**config.mk**
```make
export PLATFORM = sky130hd
export DESIGN_NAME = mem_wb_stage_flat
export DESIGN_NICKNAME = d
export VERILOG_FILES = /design/src/rtl/mem_wb_stage_if.sv /design/src/rtl/mem_wb_stage.sv /design/src/flat_wrapper.sv
export SDC_FILE = /design/constraint.sdc
export NUM_CORES = 1
export LEC_CHECK = 0
export BUFFER_PORTS_ARGS = -buffer_cell sky130_fd_sc_hd__buf_4
export CAP_MARGIN = 15
export CORE_MARGIN = 5
export CORE_UTILIZATION = 44
export CTS_CLUSTER_DIAMETER = 80
export DETAILED_ROUTE_END_ITERATION = 12
export PLACE_DENSITY = 0.75
export SLEW_MARGIN = 30
export SYNTH_ARGS = -nofsm -noshare
export SYNTH_HDL_FRONTEND = slang
export SYNTH_SLANG_ARGS = --single-unit
```
**constraint.sdc**
```tcl
create_clock -name clk -period 1.05 [get_ports clk]
set_input_delay 0.1575 -clock clk [delete_from_list [all_inputs] [get_ports clk]]
set_output_delay 0.1575 -clock clk [all_outputs]
set_load 0.005 [all_outputs]
```
**src/rtl/mem_wb_stage_if.sv**
```systemverilog
// Bundle between the execute/memory stage, the MEM/WB register and the
// register-file write port / PC redirect logic.
interface mem_wb_stage_if;
    logic        stall;
    logic        flush;
    logic        in_valid;
    logic [31:0] ALU_result;
    logic [31:0] read_data;
    logic        Zero;
    logic        Neg;
    logic        MemtoReg_in;
    logic        RegWrite_in;
    logic        Jump_in;
    logic        JumpM_in;
    logic        BrZ_in;
    logic        BrN_in;
    logic [31:0] target_in;
    logic [5:0]  rd_in;

    logic        wb_en;
    logic [5:0]  wb_addr;
    logic [31:0] wb_data;
    logic        pc_sel;
    logic [31:0] pc_target;
    logic        valid_out;
    logic [31:0] retire_count;

    modport master (
        output stall, flush, in_valid, ALU_result, read_data, Zero, Neg,
               MemtoReg_in, RegWrite_in, Jump_in, JumpM_in, BrZ_in, BrN_in,
               target_in, rd_in,
        input  wb_en, wb_addr, wb_data, pc_sel, pc_target, valid_out, retire_count
    );

    modport slave (
        input  stall, flush, in_valid, ALU_result, read_data, Zero, Neg,
               MemtoReg_in, RegWrite_in, Jump_in, JumpM_in, BrZ_in, BrN_in,
               target_in, rd_in,
        output wb_en, wb_addr, wb_data, pc_sel, pc_target, valid_out, retire_count
    );
endinterface

```
**src/rtl/mem_wb_stage.sv**
```systemverilog
// MEM/WB pipeline register with writeback and PC-redirect decode.
// Optional retired-instruction counter enabled by defining RETIRE_COUNTER_EN.
module mem_wb_stage (
    input  logic clk,
    input  logic rst_n,
    mem_wb_stage_if.slave bus
);

    logic        slot_valid;
    logic [31:0] slot_alu;
    logic [31:0] slot_rdata;
    logic        slot_zero;
    logic        slot_neg;
    logic        slot_memtoreg;
    logic        slot_regwrite;
    logic        slot_jump;
    logic        slot_jumpm;
    logic        slot_brz;
    logic        slot_brn;
    logic [31:0] slot_target;
    logic [5:0]  slot_rd;
    logic        fired;
    logic        taken;

    // fired marks that the held instruction already had its one side-effect cycle
    always_ff @(posedge clk or negedge rst_n) begin
        if (!rst_n) begin
            slot_valid    <= 1'b0;
            slot_alu      <= '0;
            slot_rdata    <= '0;
            slot_zero     <= 1'b0;
            slot_neg      <= 1'b0;
            slot_memtoreg <= 1'b0;
            slot_regwrite <= 1'b0;
            slot_jump     <= 1'b0;
            slot_jumpm    <= 1'b0;
            slot_brz      <= 1'b0;
            slot_brn      <= 1'b0;
            slot_target   <= '0;
            slot_rd       <= '0;
            fired         <= 1'b0;
        end else if (bus.flush) begin
            slot_valid    <= 1'b0;
            slot_alu      <= '0;
            slot_rdata    <= '0;
            slot_zero     <= 1'b0;
            slot_neg      <= 1'b0;
            slot_memtoreg <= 1'b0;
            slot_regwrite <= 1'b0;
            slot_jump     <= 1'b0;
            slot_jumpm    <= 1'b0;
            slot_brz      <= 1'b0;
            slot_brn      <= 1'b0;
            slot_target   <= '0;
            slot_rd       <= '0;
            fired         <= 1'b0;
        end else if (!bus.stall) begin
            slot_valid    <= bus.in_valid;
            slot_alu      <= bus.ALU_result;
            slot_rdata    <= bus.read_data;
            slot_zero     <= bus.Zero;
            slot_neg      <= bus.Neg;
            slot_memtoreg <= bus.MemtoReg_in;
            slot_regwrite <= bus.RegWrite_in;
            slot_jump     <= bus.Jump_in;
            slot_jumpm    <= bus.JumpM_in;
            slot_brz      <= bus.BrZ_in;
            slot_brn      <= bus.BrN_in;
            slot_target   <= bus.target_in;
            slot_rd       <= bus.rd_in;
            fired         <= 1'b0;
        end else begin
            fired         <= 1'b1;
        end
    end

    assign taken = slot_jump | slot_jumpm | (slot_brz & slot_zero) | (slot_brn & slot_neg);

    assign bus.valid_out = slot_valid;
    assign bus.wb_en     = slot_valid & slot_regwrite & ~fired;
    assign bus.wb_addr   = slot_rd;
    assign bus.wb_data   = slot_memtoreg ? slot_rdata : slot_alu;
    assign bus.pc_sel    = slot_valid & taken & ~fired;
    assign bus.pc_target = slot_jumpm ? slot_rdata : slot_target;

`ifdef RETIRE_COUNTER_EN
    logic [31:0] retire_cnt;

    // Counts each instruction once, in its first cycle in the slot
    always_ff @(posedge clk or negedge rst_n) begin
        if (!rst_n) begin
            retire_cnt <= '0;
        end else if (slot_valid && !fired) begin
            retire_cnt <= retire_cnt + 32'd1;
        end
    end

    assign bus.retire_count = retire_cnt;
`else
    assign bus.retire_count = '0;
`endif

endmodule

```
**src/flat_wrapper.sv**
```systemverilog
// flat-port wrapper written by rule: the top's interface ports become plain ports
module mem_wb_stage_flat 
  (clk, rst_n, bus_stall, bus_flush, bus_in_valid, bus_ALU_result, bus_read_data, bus_Zero, bus_Neg, bus_MemtoReg_in, bus_RegWrite_in, bus_Jump_in, bus_JumpM_in, bus_BrZ_in, bus_BrN_in, bus_target_in, bus_rd_in, bus_wb_en, bus_wb_addr, bus_wb_data, bus_pc_sel, bus_pc_target, bus_valid_out, bus_retire_count);
  mem_wb_stage_if bus_i ();
  input  logic clk;
  input  logic rst_n;
  input wire logic [$bits(bus_i.stall)-1:0] bus_stall;
  input wire logic [$bits(bus_i.flush)-1:0] bus_flush;
  input wire logic [$bits(bus_i.in_valid)-1:0] bus_in_valid;
  input wire logic [$bits(bus_i.ALU_result)-1:0] bus_ALU_result;
  input wire logic [$bits(bus_i.read_data)-1:0] bus_read_data;
  input wire logic [$bits(bus_i.Zero)-1:0] bus_Zero;
  input wire logic [$bits(bus_i.Neg)-1:0] bus_Neg;
  input wire logic [$bits(bus_i.MemtoReg_in)-1:0] bus_MemtoReg_in;
  input wire logic [$bits(bus_i.RegWrite_in)-1:0] bus_RegWrite_in;
  input wire logic [$bits(bus_i.Jump_in)-1:0] bus_Jump_in;
  input wire logic [$bits(bus_i.JumpM_in)-1:0] bus_JumpM_in;
  input wire logic [$bits(bus_i.BrZ_in)-1:0] bus_BrZ_in;
  input wire logic [$bits(bus_i.BrN_in)-1:0] bus_BrN_in;
  input wire logic [$bits(bus_i.target_in)-1:0] bus_target_in;
  input wire logic [$bits(bus_i.rd_in)-1:0] bus_rd_in;
  output wire logic [$bits(bus_i.wb_en)-1:0] bus_wb_en;
  output wire logic [$bits(bus_i.wb_addr)-1:0] bus_wb_addr;
  output wire logic [$bits(bus_i.wb_data)-1:0] bus_wb_data;
  output wire logic [$bits(bus_i.pc_sel)-1:0] bus_pc_sel;
  output wire logic [$bits(bus_i.pc_target)-1:0] bus_pc_target;
  output wire logic [$bits(bus_i.valid_out)-1:0] bus_valid_out;
  output wire logic [$bits(bus_i.retire_count)-1:0] bus_retire_count;
  assign bus_i.stall = bus_stall;
  assign bus_i.flush = bus_flush;
  assign bus_i.in_valid = bus_in_valid;
  assign bus_i.ALU_result = bus_ALU_result;
  assign bus_i.read_data = bus_read_data;
  assign bus_i.Zero = bus_Zero;
  assign bus_i.Neg = bus_Neg;
  assign bus_i.MemtoReg_in = bus_MemtoReg_in;
  assign bus_i.RegWrite_in = bus_RegWrite_in;
  assign bus_i.Jump_in = bus_Jump_in;
  assign bus_i.JumpM_in = bus_JumpM_in;
  assign bus_i.BrZ_in = bus_BrZ_in;
  assign bus_i.BrN_in = bus_BrN_in;
  assign bus_i.target_in = bus_target_in;
  assign bus_i.rd_in = bus_rd_in;
  assign bus_wb_en = bus_i.wb_en;
  assign bus_wb_addr = bus_i.wb_addr;
  assign bus_wb_data = bus_i.wb_data;
  assign bus_pc_sel = bus_i.pc_sel;
  assign bus_pc_target = bus_i.pc_target;
  assign bus_valid_out = bus_i.valid_out;
  assign bus_retire_count = bus_i.retire_count;
  mem_wb_stage u_core (.clk(clk), .rst_n(rst_n), .bus(bus_i));
endmodule
```
Word level (Yosys, flattened, before mapping)
Cells that the tools add are included.

operators by class
  eq/ne operators = 1
  muxes and demuxes = 30
  bitwise logic cells = 10

operator list
  kind                                            count
  2-to-1 mux 32 bit                               8
  2-to-1 mux 1 bit                                20
  2-to-1 mux 6 bit                                2
  bitwise AND 1 bit                               6
  bitwise OR 1 bit                                3
  != test 2 x 1 -> 1 bit (second input constant)  1
  inverter 1 bit                                  1

storage, ports and cells
  register bits after elaboration = 112
  bits of input ports = 115
  output and inout bits = 105

Longest topological paths before layout
  depth after elaboration = 5
  gate-level depth with buffers = 5

Least setup slack after synthesis
Ideal clock, no wire load.

  path type = flip-flop to output port
  from = register u_core.slot_memtoreg
  to = output port bus_wb_data[10]
  data arrival time = 1.004 ns
  required time = 0.892 ns
  setup slack = -0.111 ns
  cell stages (with the launch flop) = 4
  buffers on the path = 2
  cells stage by stage = dfrtp_1 > buf_2 > buf_2 > mux2_2

between the ends
  word-level cells in the longest chain between the ends = 1

ends and longest elaborated chain
  element                   RTL line            source
  start: declaration        mem_wb_stage.sv:14  logic slot_memtoreg;
  start signal: assignment  mem_wb_stage.sv:63  slot_memtoreg <= bus.MemtoReg_in;
  2-to-1 mux 32 bit         mem_wb_stage.sv:82  assign bus.wb_data = slot_memtoreg ? slot_rdata : slot_alu;
  end: declaration          flat_wrapper.sv:24  output wire logic [$bits(bus_i.wb_data)-1:0] bus_wb_data;

Every way passes these cells.

Final worst setup path
  from = register u_core.slot_memtoreg
  to = output port bus_wb_data[28]

The elaborated chain is that of the path after synthesis.

==> run metrics <==
run status=finished, violations left; failing checks=negative setup slack; Final nets=771; layout cells sized above 1=44.2%; DR WL/cell=~17 µm; RePlAce Congestion=0.862; Fin. Hold Viols=0; Final Skew=0 ns; Min-Delay Path Depth=3; synthesized cell area=5600 µm²; Post-Synth Simple-Gate Area=7.80%; GR Overflow Total=0; Vias=4006; register share of total power=between 40% and 50%; clk_lat worst skew=0.33 ns; DP Area=7090 µm²; H-tree levels=3; worst reg-to-reg setup slack=-0.07 ns; Hold/Removal Path Class=input pin to flop; critical path peak fanout=14; placed instance count=813; antenna violations before repair=0; Clock Pin Slew Worst Setup and Hold Paths=0.07 ns; number of buffers inserted by port buffering=187; Crit Path Class=flop to output port; Slew Limit Fails=0; Finished Cell Area=7730 µm²; Ports=220; drt pass-1 iters=4; Switching Fraction=between 20% and 30%; Synth cell types=17; largest family of logic cells by synthesized area=multiplexers; setup TNS=-35.12 ns; CTS tree=built; Std-Cell Rows=41; Die Ht=approximately 120 µm; Final Worst Setup Slack=-0.589 ns; die area=15100 µm²; TritonCTS buffer count=9; source of the worst hold timing path=bus_ALU_result[1]; warnings from Yosys=0; Clock Power Share=34.2%; critical path arrival=1.48 ns; Final Setup Violations=roughly 70; Post-Route WL=13900 µm; unrepaired setup endpoints after global routing=yes; Max Buffers Root-to-Sink=2; ANT cells=0; Worst R2R Path Depth=4; Max-Cap Viols=0; Core Box Area=12600 µm²; Initial Utilization=44.5%; global-route wire length before repair=21500 µm; final instance count without filler cells=833; P_int=roughly 7.6 mW; Crit. End Element=output port; Critical Path RT=0.89 ns; Synth Area per Inst=11.9 µm²; FF+latch count, synth=112; Adder-Cell Fraction of Synth Area=0%; compound-gate portion of the synthesized area=0.224%; Clk Tree Root Cell=clkbuf_16; min cycle time layout=1.64 ns; Tot Pwr=10.1 mW; combinational cell fraction of total power=roughly a fifth; Final period util=156%; most frequent cells in the layout=buf_4, mux2i_1, nor2_1; crit start category=flop; Hold Path Sink=u_core.slot_alu[1]; vias in the first global route=roughly 4300; xor/xnor share of the synthesized area=0%; # DRC=0; cell count after synthesis=471; fmax=610 MHz; mux contribution to synthesized area=32.7%; largest net degree at the start of global routing=68; initial DRC count=195; switching power=2.54 mW; DIE WIDTH=123 µm; commonest non-fill, non-tap cell in the layout=buf_4; clock sink count=112; Via density=4.81; hpwl dp=10000 µm; Area Overhead vs Synth=38.2%; sequential-to-total area share from yosys stat=between 50% and 60%; R2R Path End=u_core.slot_memtoreg; post-route ant nets=0; GRT Total Usage=a little under a fifth; LEAKAGE=4.10 nW; worst vdd ir=0.784 mV; Power Dens Cells=1310 nW/µm²; reg2reg start=u_core.slot_memtoreg
## kinds of logic (layout without fill, tap and decap cells)
family / after synthesis / count (layout)
AO/OA/AOI/OAI: 2 / 2
multiplexers: 175 / 175
flip-flops: 112 / 112
AND/OR/NAND/NOR: 115 / 115
other: 1 / 32
buffers and inverters: 66 / 225
## registers in the layout (all words and copies together), names as in the netlist
name                  cells
u_core.slot_neg           1
u_core.slot_jumpm         1
u_core.slot_alu          32
u_core.bus.wb_addr        6
u_core.slot_brz           1
u_core.slot_brn           1
u_core.bus.valid_out      1
u_core.slot_zero          1
u_core.slot_jump          1
u_core.fired              1
u_core.slot_memtoreg      1
u_core.slot_regwrite      1
u_core.slot_rdata        32
u_core.slot_target       32
## what timing repair did
action,in CTS,in global routing
endpoints found under the hold margin,112,0
resized for setup,36,41
hold buffers,1,0
cloned,0,1
pin swaps,1,1
setup buffers,0,2
endpoints found under the setup margin,67,69
## power by group through the flow
| stage | Combinational [mW] | Sequential [mW] | Clock (mW) |
|---|---|---|---|
| final | 1.93 | 4.72 | 3.47 |
| after global routing | 2.11 | 4.75 | 3.75 |
| after CTS | 1.85 | 4.72 | 3.56 |
| after detailed placement | 1.77 | 4.79 | 0 |
| after global placement | 1.74 | 4.78 | 0 |
| after floorplan | 0.994 | 4.73 | 0 |
## cells in the mapped netlist
| cell type | number | area share [%] |
|---|---|---|
| inv_1 | 1 | 0.067 |
| mux2_2 | 64 | 13 |
| a211oi_1 | 1 | 0.13 |
| buf_8 | 7 | 1.9 |
| clkbuf_1 | 11 | 0.74 |
| nor2_1 | 112 | 7.5 |
| a21oi_1 | 1 | 0.089 |
| buf_6 | 1 | 0.20 |
| buf_4 | 41 | 5.5 |
| nand2b_1 | 1 | 0.11 |
| buf_2 | 4 | 0.36 |
| mux2i_1 | 111 | 20 |
| nand2_1 | 1 | 0.067 |
| nor2b_1 | 1 | 0.11 |
| buf_12 | 1 | 0.36 |
| conb_1 | 1 | 0.067 |
| dfrtp_1 | 112 | 50 |
## through the flow
step	utilization [%]	setup slack, ns	hold slack, ns
detailed placement	56.4	-0.219	0.178
floorplan	-	-0.0171	-0.138
CTS	60.0	-0.585	0.0489
finish	61.5	-0.589	0.0547
global route	61.5	-0.630	0.0548
global placement	56.4	-0.190	0.171
## how the worst max path moves through the flow
stage | start | to | slack [ns]
3_5_place_dp | u_core.slot_memtoreg | bus_wb_data[21] | -0.22
6_report | u_core.slot_memtoreg | bus_wb_data[28] | -0.59
3_3_place_gp | u_core.slot_memtoreg | bus_wb_data[24] | -0.19
4_1_cts | u_core.slot_memtoreg | bus_wb_data[8] | -0.59
5_1_grt | u_core.slot_memtoreg | bus_wb_data[28] | -0.63
2_1_floorplan | u_core.slot_jumpm | bus_pc_target[23] | -0.02
## layer usage
layer | global-route usage, % | vias to the layer above | routed length (µm)
li1 | - | 1889 | -
met5 | 0 | - | 0
met1 | 23.0 | 1970 | 5610
met2 | 31.1 | 131 | 7260
met3 | 3.73 | 16 | 819
met4 | 5.81 | 0 | 256
## critical path, cell delays in order (launching register included)
cell,delay (ns)
dfrtp_2,0.45
buf_12,0.20
mux2_2,0.35
buf_4,0.14
## layout make-up
cell class | instances | area (µm²)
fillers | 998 | 4840
flip-flops and latches | 112 | 2810
multi-input cells | 324 | 2560
repair buffers | 208 | 1850
clock buffers | 10 | 229
well taps | 172 | 215
clock inverters | 6 | 73.8
inverters | 1 | 3.75
No activity file was read; power rests on OpenSTA's default activity.
